## config.mk

```make
export PLATFORM = sky130hd
export DESIGN_NAME = camera_capture_sched
export DESIGN_NICKNAME = d
export VERILOG_FILES = /design/src/rtl/camera_pkg.sv /design/src/rtl/rr_arb2.sv /design/src/rtl/camera_capture_sched.sv
export SDC_FILE = /design/constraint.sdc
export NUM_CORES = 1
export LEC_CHECK = 0
export ABC_AREA = 0
export BUFFER_PORTS_ARGS = -buffer_cell sky130_fd_sc_hd__buf_2
export CAP_MARGIN = 20
export CORE_AREA = 3 3 91 93
export DETAILED_ROUTE_END_ITERATION = 16
export DIE_AREA = 0 0 94 96
export GPL_ROUTABILITY_DRIVEN = 1
export HOLD_SLACK_MARGIN = 0.08
export PLACE_DENSITY = 0.78
export SYNTH_ARGS = -nofsm -noshare
export SYNTH_HDL_FRONTEND = slang
export SYNTH_SLANG_ARGS = --single-unit
```

## constraint.sdc

```tcl
create_clock -name sys_clk -period 2.8 [get_ports sys_clk]
set_clock_uncertainty 0.05 [all_clocks]
set_input_delay 0.28 -clock sys_clk [delete_from_list [all_inputs] [get_ports sys_clk]]
set_output_delay 0.28 -clock sys_clk [all_outputs]
set_load 0.02 [all_outputs]
```

## src/rtl/camera_pkg.sv

```systemverilog
// Shared types and constants for the camera capture sequencer.
// The settle default is twice the capture path's internal reset, which leaves relock margin.
package camera_pkg;

  typedef enum logic [2:0] {
    IDLE,
    SETTLE,
    LOCK_WAIT,
    ARM,
    WAIT_START,
    WAIT_END,
    DONE
  } sched_state_e;

  typedef enum logic {
    HAWK = 1'b0,
    OWL  = 1'b1
  } cam_sel_e;

  localparam int CAM_PATH_RST_CYCLES = 8;
  localparam int SETTLE_CYCLES_DFLT  = 2 * CAM_PATH_RST_CYCLES;

endpackage

```

## src/rtl/rr_arb2.sv

```systemverilog
// Two-way round-robin arbiter, combinational, zero latency.
// On a tie the camera that was not served last wins; pend[0] is Hawk and pend[1] is Owl.
module rr_arb2
  import camera_pkg::*;
(
  input  logic     [1:0] pend,
  input  cam_sel_e       last_srv,
  output logic     [1:0] gnt_oh
);

  always_comb begin
    gnt_oh = pend;
    if (pend == 2'b11) begin
      gnt_oh = (last_srv == OWL) ? 2'b01 : 2'b10;
    end
  end

endmodule

```

## src/rtl/camera_capture_sched.sv

```systemverilog
// Capture sequencer: arbitrates Hawk/Owl requests, settles the select, strobes one capture per grant.
// Request to strobe is 3 cycles, plus SETTLE_CYCLES on a select change; all outputs are registered.
module camera_capture_sched
  import camera_pkg::*;
#(
  parameter int SETTLE_CYCLES = SETTLE_CYCLES_DFLT,
  parameter int CNT_W         = 16
) (
  input  logic             sys_clk,
  input  logic             sys_rst_n,
  input  logic             req_hawk,
  input  logic             req_owl,
  input  logic             abort,
  input  logic [31:0]      start_timeout,
  input  logic             serde_locked,
  input  logic             camera_in_progress,
  output logic             camera_sel,
  output logic             new_capture,
  output logic             busy,
  output logic             done_hawk,
  output logic             done_owl,
  output logic             err_timeout,
  output logic             err_sel,
  output logic [CNT_W-1:0] frame_cnt_hawk,
  output logic [CNT_W-1:0] frame_cnt_owl
);

  localparam int SW = $clog2(SETTLE_CYCLES);
  localparam logic [SW-1:0] SETTLE_LAST = SW'(SETTLE_CYCLES - 1);

  sched_state_e  state;
  sched_state_e  state_nx;
  logic          pend_h;
  logic          pend_o;
  cam_sel_e      last_srv;
  cam_sel_e      gnt;
  cam_sel_e      gnt_pick;
  logic [1:0]    gnt_oh;
  logic          grant_vld;
  logic          timeout_hit;
  logic          done_fire;
  logic [SW-1:0] settle_cnt;
  logic [31:0]   to_cnt;

  rr_arb2 u_arb (
    .pend     ({pend_o, pend_h}),
    .last_srv (last_srv),
    .gnt_oh   (gnt_oh)
  );

  assign gnt_pick    = gnt_oh[1] ? OWL : HAWK;
  assign grant_vld   = (state == IDLE) && !abort && (gnt_oh != 2'b00);
  assign timeout_hit = (state == WAIT_START) && !abort && !camera_in_progress
                       && (to_cnt == start_timeout);
  assign done_fire   = (state == DONE) && !abort;

  always_comb begin
    state_nx = state;
    if (abort) begin
      state_nx = IDLE;
    end else begin
      case (state)
        IDLE:       if (grant_vld) state_nx = (gnt_pick != camera_sel) ? SETTLE : LOCK_WAIT;
        SETTLE:     if (settle_cnt == SETTLE_LAST) state_nx = LOCK_WAIT;
        LOCK_WAIT:  if (serde_locked) state_nx = ARM;
        ARM:        state_nx = WAIT_START;
        WAIT_START: begin
          if (camera_in_progress) state_nx = WAIT_END;
          else if (to_cnt == start_timeout) state_nx = IDLE;
        end
        WAIT_END:   if (!camera_in_progress) state_nx = DONE;
        DONE:       state_nx = IDLE;
        default:    state_nx = IDLE;
      endcase
    end
  end

  always_ff @(posedge sys_clk or negedge sys_rst_n) begin
    if (!sys_rst_n) begin
      state          <= IDLE;
      busy           <= 1'b0;
      new_capture    <= 1'b0;
      err_timeout    <= 1'b0;
      err_sel        <= 1'b0;
      done_hawk      <= 1'b0;
      done_owl       <= 1'b0;
      frame_cnt_hawk <= '0;
      frame_cnt_owl  <= '0;
      camera_sel     <= 1'b0;
      gnt            <= HAWK;
      last_srv       <= OWL;
      pend_h         <= 1'b0;
      pend_o         <= 1'b0;
      settle_cnt     <= '0;
      to_cnt         <= '0;
    end else begin
      state       <= state_nx;
      busy        <= (state_nx != IDLE);
      new_capture <= (state_nx == ARM);
      err_timeout <= timeout_hit;
      done_hawk   <= done_fire && (gnt == HAWK);
      done_owl    <= done_fire && (gnt == OWL);
      settle_cnt  <= (state == SETTLE) ? settle_cnt + SW'(1) : '0;
      to_cnt      <= (state == WAIT_START) ? to_cnt + 32'd1 : 32'd0;

      if (timeout_hit) err_sel <= gnt;

      if (done_fire) begin
        last_srv <= gnt;
        if (gnt == HAWK) frame_cnt_hawk <= frame_cnt_hawk + CNT_W'(1);
        else             frame_cnt_owl  <= frame_cnt_owl + CNT_W'(1);
      end

      // The select only moves here, so it cannot change under an active capture.
      if (grant_vld) begin
        gnt        <= gnt_pick;
        camera_sel <= gnt_pick;
      end

      // A new request beats a same-cycle grant clear; abort drops everything.
      pend_h <= !abort && (req_hawk || (pend_h && !(grant_vld && gnt_oh[0])));
      pend_o <= !abort && (req_owl  || (pend_o && !(grant_vld && gnt_oh[1])));
    end
  end

endmodule
```

# Word level (Yosys, flattened, before mapping)
# Index checks and enable logic that the tools add are counted.
[word_totals]
ff_bits = 81
input_bits = 39
out_inout_bits = 39
wordCells = 70
[op_classes]
add_sub_neg = 4
n_eq_ne = 11
n_mux = 14
bitwise_logic = 1
reduce_logical = 25
[op_table]
columns = ["cell", "count"]
rows = [
  ["adder 16 x 1 -> 16 bit, second input constant", 2],
  ["adder 32 x 1 -> 32 bit, second input constant", 1],
  ["== test 32 bit", 1],
  ["2-to-1 mux 32 bit", 1],
  ["2-to-1 mux 3 bit", 7],
  ["case mux 3 bit (6 select lines)", 1],
  ["logical AND 1 bit", 14],
  ["== test 3 x 2 -> 1 bit, second input constant", 3],
  ["== test 3 bit, second input constant", 3],
  ["2-to-1 mux 2 bit", 3],
  ["adder 4 x 1 -> 4 bit, second input constant", 1],
  ["== test 4 bit, second input constant", 1],
  ["logical NOT 1 bit", 4],
  ["2-to-1 mux 4 bit", 1],
  ["AND reduction 2 bit", 2],
  ["== test 3 x 1 -> 1 bit, second input constant", 1],
  ["logical NOT 3 bit", 1],
  ["nonzero test 3 bit", 1],
  ["== test 2 bit, second input constant", 1],
  ["logical OR 1 bit", 2],
  ["nonzero test 2 bit", 1],
  ["2-to-1 mux 1 bit", 1],
  ["inequality test 1 bit", 1],
  ["NOT 1 bit", 1],
]

# Longest topological paths before layout
[logic_depth]
depth_word = 9
mapped_depth = 7
ltp_nobuf = 6

# Hierarchy
# Synthesis repeated with hierarchy kept, for this count alone.
[hier_totals]
cells_unflattened = 401
hier_area_um2 = 4105.2
[by_module_without_submodules]
columns = ["mod", "n_inst", "cells_each", "area_each_um2", "seq_area_each_um2"]
rows = [
  ["camera_capture_sched", 1, 398, 4086.4, 2028.2],
  ["rr_arb2", 1, 3, 18.8, 0.0],
]

# Least setup slack after synthesis
# Ideal clock, no wire load.
[synth_timing]
path_kind = "flip-flop to flip-flop"
startpoint = "reg to_cnt[11]"
endpoint = "reg to_cnt[30]"
setup_time_ps = 132
t_arrival_ps = 1764
t_required_ps = 2618
setup_slack_ps = 854
path_stages_with_launch = 8
path_buffers = 2
period_less_slack_ps = 1946
cell_sequence = "dfrtp_1 -> nand4_1 -> or4_4 -> buf_6 -> buf_8 -> nor4_2 -> xnor2_1 -> nor2_1"
[synth_via]
elab_chain_len = 2
[synth_lines]
columns = ["element", "line_no", "rtl"]
rows = [
  ["from (decl)", "camera_capture_sched.sv:43", "logic [31:0] to_cnt;"],
  ["from (signal assigned)", "camera_capture_sched.sv:104", "to_cnt <= (state == WAIT_START) ? to_cnt + 32'd1 : 32'd0;"],
  ["adder 32 x 1 -> 32 bit", "camera_capture_sched.sv:104", ""],
  ["2-to-1 mux 32 bit", "camera_capture_sched.sv:104", ""],
]
# No other way between the ends.
# A chain may end at the register's enable or synchronous reset.

# Final worst setup path
[layout_timing]
startpoint = "reg to_cnt[11]"
endpoint = "reg to_cnt[31]"
# The elaborated chain is that of the path after synthesis.

==> flow_metrics.tcl <==
set metrics [dict create \
    synthArstFlopShare 1.00 \
    die_height_um 96 \
    post_cts_buffers 0 \
    final_nets 532 \
    coreArea_um2 7610 \
    power.internal_mw 1.75 \
    placedCellCount 578 \
    synth_top_area_share 0.487 \
    dp.final_hpwl_um 6450 \
    track_usage 0.202 \
    final_common_cell "dfrtp_1" \
    synth_largest_area_cell "dfrtp_1" \
    p_seq_frac 0.522 \
    clockBufferDepth 2 \
    synth_top_flop_cell "dfrtp_1" \
    num-fill-cells 644 \
    slowest_stage "or4_4" \
    grt-ovfl-total 0 \
    synth.distinct_cells 42 \
    vias 3167 \
    grt_max_degree 82 \
    start_kind "register" \
    path_clk_slew_ns 0.10 \
    fin_crit_ns 2.08 \
    io_buffers 77 \
    remaining_drc_errors 0 \
    ys_top_cells_by_area "dfrtp_1, xnor2_1, nor2_1" \
    io_pins 78 \
    initial_utilization 0.541 \
    synth_nets 453 \
    cts_inserted_buffers 9 \
    worstMarginPinSlew_ns 0.619 \
    critPathCaptureType "register" \
    h-tree-depth 3 \
    cts_tree "done" \
    gp_congestion 0.881 \
    power_leakage_nw 2.14 \
    area_growth_pct 17.2 \
    drv_cap 0 \
    slew_violations 0 \
    peakVddDrop_mv 0.249 \
    synth_edf_count 0 \
    netlist_area_um2 4110 \
    crit_fanout 15 \
    cts_sinks 81 \
    critPathMaxStageDelay_ns 0.66 \
    fin_cells 596 \
    timing.final.crit_share 0.744 \
    first_pass_iters 5 \
    power.switching_mw 0.641 \
    critPathKind "register to register" \
    whs_ns 0.104 \
    path_cells "nand4_1, or4_4, nor4_1, xnor2_1, nor2_1" \
    hold_viol 0 \
    total_power_mw 2.39 \
    clkPwrFrac 0.380 \
    rsz0062_at_grt "false" \
    antenna_found_initial 0 \
    synth-seq-cells 81 \
    min_path_type "input pin to register" \
    netSwitchingFraction 0.268 \
    p_per_area_nw_per_um2 496 \
    ys_seq_area_frac 0.493 \
    power_frac_comb 0.099 \
    antenna_cells 0 \
    critPathRequiredTime_ns 2.98 \
    final_cell_mix "dfrtp_1, buf_2, xnor2_1, nor2_1, nand2_1" \
    outcome "complete, no violations" \
    ctsRootBufferMaster "clkbuf_8" \
    cp.arrival_ns 2.26 \
    slew_headroom 0.584 \
    wirelength_um 8870 \
    dieWidth_um 94 \
    via_per_inst 5.31 \
    worstSkewPairLatency_ns 0.36 \
    grt_pass1_wl_um 14300 \
    syn_avg_cell_area_um2 10.0 \
    tns_ns 0 \
    first_iter_violations 164 \
    ant_nets 0 \
    std_cell_rows 32 \
    post_drt_wl_per_cell_um 14.9 \
    syn_inst 410 \
    drive_above_1_share 0.221 \
    dieArea_um2 9020 \
    fmax_ghz 0.480 \
    yosysWarningCount 0 \
    grt_pass1_vias 3082 \
    setup_viol 0 \
]
[synthesized netlist by cell type (3+ instances only)]
library cell / instances
xor2_1: 17
nor2_1: 51
or2_2: 3
clkbuf_1: 9
dfrtp_1: 80
and3_1: 8
nor4_1: 8
nand2_1: 27
nand3_1: 24
nor3_1: 14
nand4_1: 18
xnor2_1: 74
o21ai_0: 6
and4_1: 3
nor4_2: 5
ha_1: 4
inv_1: 21
nor2b_1: 4
a21oi_1: 6
[critical path, delay by kind of cell, from the launching register on]
family / cells / cell delay (ns)
simple gates: 4 / 1.29
flops: 1 / 0.45
xor+xnor: 1 / 0.16
[state kept, by name, summed over array words and instances, names as in the netlist]
name / count
busy: 1
done_hawk: 1
done_owl: 1
err_sel: 1
err_timeout: 1
frame_cnt_hawk: 16
frame_cnt_owl: 16
gnt: 1
last_srv: 1
new_capture: 1
pend_h: 1
pend_o: 1
settle_cnt: 4
state: 3
to_cnt: 32
[logic make-up after synthesis]
family,Yosys count,share of synthesized area
xor+xnor,91,0.194
mux,2,0.00547
fa+ha+maj,4,0.0122
simple gates,178,0.229
flops,81,0.493
buf+inv,33,0.0347
compound gates,21,0.0319
[area by class of cell]
cell class	instances	area, µm²	share of cell area
inverter	21	78.8	0.0163
sequential	81	2030	0.421
clock inverter	6	73.8	0.0153
multi-input combinational	296	1940	0.403
clock buffer	10	138	0.0285
timing repair buffer	80	433	0.0898
tap	102	128	0.0265
[worst paths after layout]
kind / endpoint / from / depth (start not counted) / slack, ns
max in group asynchronous: last_srv / sys_rst_n / 3 / 1.87
worst min register to register: frame_cnt_owl[15] / frame_cnt_owl[15] / 1 / 0.42
min in group asynchronous: to_cnt[24] / sys_rst_n / 2 / 0.23
worst max register to register: to_cnt[31] / to_cnt[11] / 5 / 0.72
worst min-delay path: pend_h / req_hawk / 3 / 0.10
worst max-delay path: to_cnt[31] / to_cnt[11] / 5 / 0.72
[timing repair]
action                     CTS  global route
hold buffers                 0             1
setup endpoints to repair    0             0
gates resized for setup      0             0
hold endpoints to repair     0            80
[metrics by stage]
stage	utilization	instance area, µm²	worst slack [ns]
2_1_floorplan	-	4110	0.854
5_1_grt	0.634	4820	0.553
3_3_place_gp	0.601	4570	0.790
3_5_place_dp	0.601	4570	0.713
4_1_cts	0.629	4780	0.715
6_report	0.634	4820	0.716
[power groups by stage]
stage | Sequential (mW) | Combinational, mW | Clock, mW
after floorplan | 1.27 | 0.127 | 0
after global placement | 1.27 | 0.225 | 0
after detailed placement | 1.27 | 0.230 | 0
after CTS | 1.25 | 0.232 | 0.922
after global routing | 1.25 | 0.259 | 0.973
final | 1.25 | 0.236 | 0.907
[per-layer routing]
layer	routed length, µm	part of all wire	global-route usage
met5	0	0	0
met4	214	0.024	0.0794
met3	287	0.032	0.0313
met2	4390	0.49	0.331
met1	3980	0.45	0.272
Power figures use the tool's default switching activity.
